$ cat src/rtl/req_arbiter8.sv
// 8-requester arbiter with registered one-hot grant, hold-until-release, optional
// round-robin rotation and a hold-time watchdog that forces a turnaround bubble.
module req_arbiter8 #(
    parameter int unsigned MAX_HOLD = 15,
    parameter int unsigned CNT_W    = 8
) (
    input  logic       clk,
    input  logic       rst_n,
    input  logic [7:0] req,
    input  logic       rr_mode,
    input  logic       release_i,
    output logic [7:0] gnt,
    output logic [2:0] gnt_code,
    output logic       gnt_valid,
    output logic       none_on,
    output logic       timeout
);

    localparam logic [1:0] ST_IDLE  = 2'd0;
    localparam logic [1:0] ST_GRANT = 2'd1;
    localparam logic [1:0] ST_GAP   = 2'd2;

    logic [1:0]       state_q, state_d;
    logic [7:0]       gnt_q, gnt_d;
    logic [2:0]       gnt_code_q, gnt_code_d;
    logic             gnt_valid_q, gnt_valid_d;
    logic             none_on_q, none_on_d;
    logic             timeout_q, timeout_d;
    logic [2:0]       last_q, last_d;
    logic [CNT_W-1:0] hold_cnt_q, hold_cnt_d;
    logic [2:0]       winner;

    // Descending search from a start index with wrap; the start is (last-1) in
    // round-robin mode so the previous winner is visited last.
    function automatic logic [2:0] pick_winner(input logic [7:0] r,
                                               input logic       rr,
                                               input logic [2:0] last);
        logic [2:0] start;
        logic [2:0] idx;
        logic       found;
        start       = rr ? (last - 3'd1) : 3'd7;
        pick_winner = start;
        found       = 1'b0;
        for (int k = 0; k < 8; k++) begin
            idx = start - 3'(k);
            if (!found && r[idx]) begin
                pick_winner = idx;
                found       = 1'b1;
            end
        end
    endfunction

    assign winner = pick_winner(req, rr_mode, last_q);

    always_comb begin
        // NOTE: every signal gets a default here so no path leaves one unassigned (no latches).
        state_d     = state_q;
        gnt_d       = gnt_q;
        gnt_code_d  = gnt_code_q;
        gnt_valid_d = gnt_valid_q;
        none_on_d   = none_on_q;
        timeout_d   = 1'b0;
        last_d      = last_q;
        hold_cnt_d  = hold_cnt_q;

        case (state_q)
            ST_IDLE: begin
                if (|req) begin
                    state_d     = ST_GRANT;
                    gnt_d       = 8'(1) << winner;
                    gnt_code_d  = winner;
                    gnt_valid_d = 1'b1;
                    none_on_d   = 1'b0;
                    hold_cnt_d  = CNT_W'(1);
                    last_d      = winner;
                end
            end
            ST_GRANT: begin
                if (release_i || !req[gnt_code_q] ||
                    (MAX_HOLD != 0 && hold_cnt_q == CNT_W'(MAX_HOLD))) begin
                    state_d     = ST_GAP;
                    gnt_d       = 8'h00;
                    gnt_code_d  = 3'd0;
                    gnt_valid_d = 1'b0;
                    none_on_d   = 1'b1;
                    hold_cnt_d  = '0;
                    // Release or owner drop takes precedence over the watchdog.
                    timeout_d   = !(release_i || !req[gnt_code_q]);
                end else if (!(&hold_cnt_q)) begin
                    hold_cnt_d = hold_cnt_q + CNT_W'(1);
                end
            end
            ST_GAP: begin
                state_d = ST_IDLE;
            end
            default: begin
                state_d     = ST_IDLE;
                gnt_d       = 8'h00;
                gnt_code_d  = 3'd0;
                gnt_valid_d = 1'b0;
                none_on_d   = 1'b1;
                hold_cnt_d  = '0;
            end
        endcase
    end

    // NOTE: sequential state uses non-blocking assignments so all flops update together.
    always_ff @(posedge clk) begin
        if (!rst_n) begin
            state_q     <= ST_IDLE;
            gnt_q       <= 8'h00;
            gnt_code_q  <= 3'd0;
            gnt_valid_q <= 1'b0;
            none_on_q   <= 1'b1;
            timeout_q   <= 1'b0;
            last_q      <= 3'd0;
            hold_cnt_q  <= '0;
        end else begin
            state_q     <= state_d;
            gnt_q       <= gnt_d;
            gnt_code_q  <= gnt_code_d;
            gnt_valid_q <= gnt_valid_d;
            none_on_q   <= none_on_d;
            timeout_q   <= timeout_d;
            last_q      <= last_d;
            hold_cnt_q  <= hold_cnt_d;
        end
    end

    assign gnt       = gnt_q;
    assign gnt_code  = gnt_code_q;
    assign gnt_valid = gnt_valid_q;
    assign none_on   = none_on_q;
    assign timeout   = timeout_q;

endmodule
$ cat config.mk
export PLATFORM = sky130hd
export DESIGN_NAME = req_arbiter8
export DESIGN_NICKNAME = d
export VERILOG_FILES = /design/src/rtl/req_arbiter8.sv
export SDC_FILE = /design/constraint.sdc
export NUM_CORES = 1
export LEC_CHECK = 0
export ABC_AREA = 1
export BUFFER_PORTS_ARGS = -buffer_cell sky130_fd_sc_hd__buf_2
export CAP_MARGIN = 20
export CORE_AREA = 4 4 65 67
export CTS_CLUSTER_DIAMETER = 120
export CTS_CLUSTER_SIZE = 28
export DETAILED_ROUTE_END_ITERATION = 6
export DIE_AREA = 0 0 69 71
export HOLD_SLACK_MARGIN = 0.06
export PLACE_DENSITY = 0.88
export SLEW_MARGIN = 20
export SYNTH_ARGS = -nofsm -noshare
export SYNTH_HDL_FRONTEND = slang
export SYNTH_SLANG_ARGS = --single-unit
$ cat constraint.sdc
create_clock -name clk -period 3.58 [get_ports clk]
set_input_delay 0.358 -clock clk [delete_from_list [all_inputs] [get_ports clk]]
set_output_delay 0.358 -clock clk [all_outputs]
set_load 0.01 [all_outputs]
==> reports/qor.json <==
{
  "route": {
    "via_count": 2224,
    "drt_wl_total_um": 4970,
    "post_drt_via_cell_ratio": 5.37,
    "first_pass_iters": 4,
    "post-route-drc-count": 0,
    "initialDrtViolationCount": 157,
    "drt_antenna_net_count": 0,
    "drt-wirelength-per-cell_um": 12.0
  },
  "setup_path": {
    "cpMostUsedCell": "nand2_2",
    "setup.worst_path.end_class": "register",
    "r2r_cells": 18,
    "worstPathCellList": "inv_1 > ha_1 > nand2_2 > ha_1 > inv_1 > nand3_1 > nand2_1 > nor2_1 > a21oi_1 > inv_1 > nor2_4 > nand2_2 > nor2_1 > nor2_1 > nand2_2 > nand2_2 > nand2_1 > o21bai_1",
    "worst_setup_path_start_kind": "register",
    "worstSetupPathType": "reg -> reg",
    "slowest_stage": "dfxtp_1",
    "max_stage_delay_ps": 460,
    "data_required_critical_path_ps": 3750,
    "crit_fanout": 9,
    "cp_data_arrival_time_ps": 3380
  },
  "clocking": {
    "cts_htree_levels": 1,
    "postCtsSetupBuffers": 0,
    "number_of_buffers_inserted_for_hold_repair_after_clock_tree_synthesis": 0,
    "clock_path_buffers": 2,
    "clock-root-buffer": "clkbuf_8",
    "tritoncts": "built",
    "cts_buffers": 3,
    "clkTransAtPathRegs_ps": 90,
    "clk_latency_ps": 270,
    "ctsResizeCount": 0,
    "clock_sink_count": 27
  },
  "timing": {
    "final.setup_skew_ps": 4.04,
    "period_needed_ps": 3200,
    "rsz0062_at_grt": "no",
    "total_negative_slack_for_setup_checks_ps": 0,
    "worst_pin_slew_ps": 506,
    "final-setup-viol-count": 0,
    "fmaxAchievable_mhz": 312,
    "hold_viol": 0,
    "hold-worst-slack_ps": 269,
    "timing_max_transition_violations_final": 0,
    "max-slew-margin-rel_pct": 66.2,
    "period_share_pct": 89.5
  },
  "logic_synthesis": {
    "synth_top_flop_cell": "dfxtp_1",
    "post_synth_xor_area_fraction_pct": 0.846,
    "synth-seq-cells": 27,
    "synth-simple-area-share_pct": 49.4,
    "synth-adder-area-share_pct": 2.42,
    "synth-compound-area-share_pct": 11.3,
    "synth.mux.area_fraction_pct": 0,
    "yosysUniqueCellTypes": 34,
    "syn_nets": 356,
    "post_synth_inst_count": 340,
    "ys_warn_count": 0,
    "synth_seq_area_share_pct": 26.1,
    "combinational_family_with_the_most_area_after_synthesis": "simple AND/OR/NAND/NOR gates",
    "synthArstFlopShare_pct": 0,
    "avgSynthCellArea_sq_um": 6.09,
    "netlist_area_sq_um": 2070,
    "number_of_synthesized_flops_with_an_enable_pin": 0
  },
  "floorplan": {
    "design.core.area_sq_um": 3630,
    "std_cell_rows": 22,
    "io-pin-count": 26,
    "floorplan.die.height_um": 71,
    "die_w_um": 69,
    "fp.dieArea_sq_um": 4900,
    "initial_utilization_pct": 57.0
  },
  "global_route": {
    "grt_max_degree": 17,
    "grt_usage_pct": 20.0,
    "vias_in_the_first_global_route": 1930,
    "grt_remaining_overflow": 0,
    "antenna_found_initial": 0,
    "grt_pass1_wl_um": 8330
  },
  "place": {
    "dp_hpwl_um": 4100,
    "io_buffer_count": 25,
    "gpl.final_weighted_congestion": 0.904
  },
  "pwr": {
    "total_leakage_power_nw": 1.14,
    "pwr_density_cell_nw_per_um2": 840,
    "vdd_drop_max_mv": 0.390
  },
  "worst_hold_path": {
    "hold_path.class": "in -> reg",
    "timing.hold.worst_path_depth": 2
  },
  "finish": {
    "area_growth_syn_to_layout_pct": 10.2,
    "finalNetCount": 383,
    "drive_above_1_share_pct": 17.8,
    "insertedDiodeCount": 0
  },
  "job": {
    "maxCapViolations": 0
  },
  "status": {
    "outcome": "finished clean"
  }
}
[cell usage after synthesis, types with 3 or more instances]
master | number | area share (%)
dfxtp_1 | 27 | 26
nor3b_1 | 3 | 1.1
nor3_1 | 7 | 1.7
nand4_1 | 12 | 3.6
a21oi_1 | 12 | 2.9
inv_2 | 6 | 1.1
nand3_1 | 38 | 9.2
nor2_1 | 22 | 4.0
ha_1 | 4 | 2.4
inv_1 | 40 | 7.3
nand2_1 | 104 | 19
o21ai_1 | 8 | 1.9
nand2_2 | 19 | 5.7
o21ai_0 | 13 | 3.1
[cells by family (layout without fill, tap and decap cells)]
logic type | count (synthesis) | count (layout)
AND/OR/NAND/NOR | 214 | 214
buffers and inverters | 51 | 77
AO/OA/AOI/OAI | 42 | 42
flip-flops | 27 | 27
adder cells (fa/ha/maj) | 4 | 4
XOR/XNOR | 2 | 2
[stage by stage]
stage | utilization (%) | instance area (sq um) | setup WS [ps] | power, mW | cells
floorplan | - | 2070 | 844 | 1.46 | 340
global placement | 61.4 | 2230 | 507 | 1.70 | 410
detailed placement | 61.4 | 2230 | 444 | 1.73 | 410
CTS | 62.8 | 2280 | 408 | 1.90 | 414
global route | 62.8 | 2280 | 75.3 | 2.10 | 414
finish | 62.8 | 2280 | 376 | 1.92 | 414
[cells in the final DEF (no fill, tap or decap), types with 3 or more instances in the layout]
| master | netlist | layout |
|---|---|---|
| nand3_1 | 38 | 38 |
| a21oi_1 | 12 | 12 |
| nand4_1 | 12 | 12 |
| clkbuf_8 | 0 | 3 |
| buf_2 | 1 | 25 |
| dfxtp_1 | 27 | 27 |
| o21ai_1 | 8 | 8 |
| nand2_2 | 19 | 19 |
| ha_1 | 4 | 4 |
| nor3b_1 | 3 | 3 |
| inv_2 | 6 | 6 |
| nor3_1 | 7 | 7 |
| inv_1 | 40 | 40 |
| o21ai_0 | 13 | 13 |
| nand2_1 | 104 | 104 |
| nor2_1 | 22 | 22 |
[metal layers]
metal	share of wire, %	GRT usage [%]	vias to the layer above
met3	5.7	3.27	8
met5	0	0	-
met1	48	26.7	991
li1	-	-	1161
met2	45	33.9	64
met4	1.5	4.34	0
[power by group]
group,total (mW),switching (mW),leakage [nW],internal (mW)
Combinational,1.32,0.910,0.893,0.413
Clock,0.176,0.0967,0.0217,0.0790
Sequential,0.418,0.0502,0.221,0.368
Total,1.92,1.06,1.14,0.860
[final cells by class]
class	count	area (sq um)
Inverter	48	181
Clock buffer	3	41.3
Fill cell	346	1350
Sequential cell	27	541
Multi-Input combinational cell	262	1330
Clock inverter	1	7.51
Timing Repair Buffer	25	125
Tap cell	48	60.1
[state kept, by name (all words and copies together), names as in the netlist]
register,count
gnt,8
gnt_code,3
gnt_valid,1
hold_cnt_q,8
last_q,3
none_on,1
state_q,2
timeout,1
[final timing paths]
check,end,from,slack (ps)
max,gnt[3],last_q[0],380
min,timeout,release_i,270
min reg2reg,gnt[6],gnt[6],460
max reg2reg,gnt[3],last_q[0],380
[critical path, delay by kind of cell (launching register included)]
kind / cells / cell delay (ps)
AOI/OAI and AO/OA: 2 / 310
adders and majority gates: 2 / 770
buffers and inverters: 3 / 470
DFF: 1 / 460
and+or+nand+nor: 11 / 1090
Power figures use the tool's default switching activity.
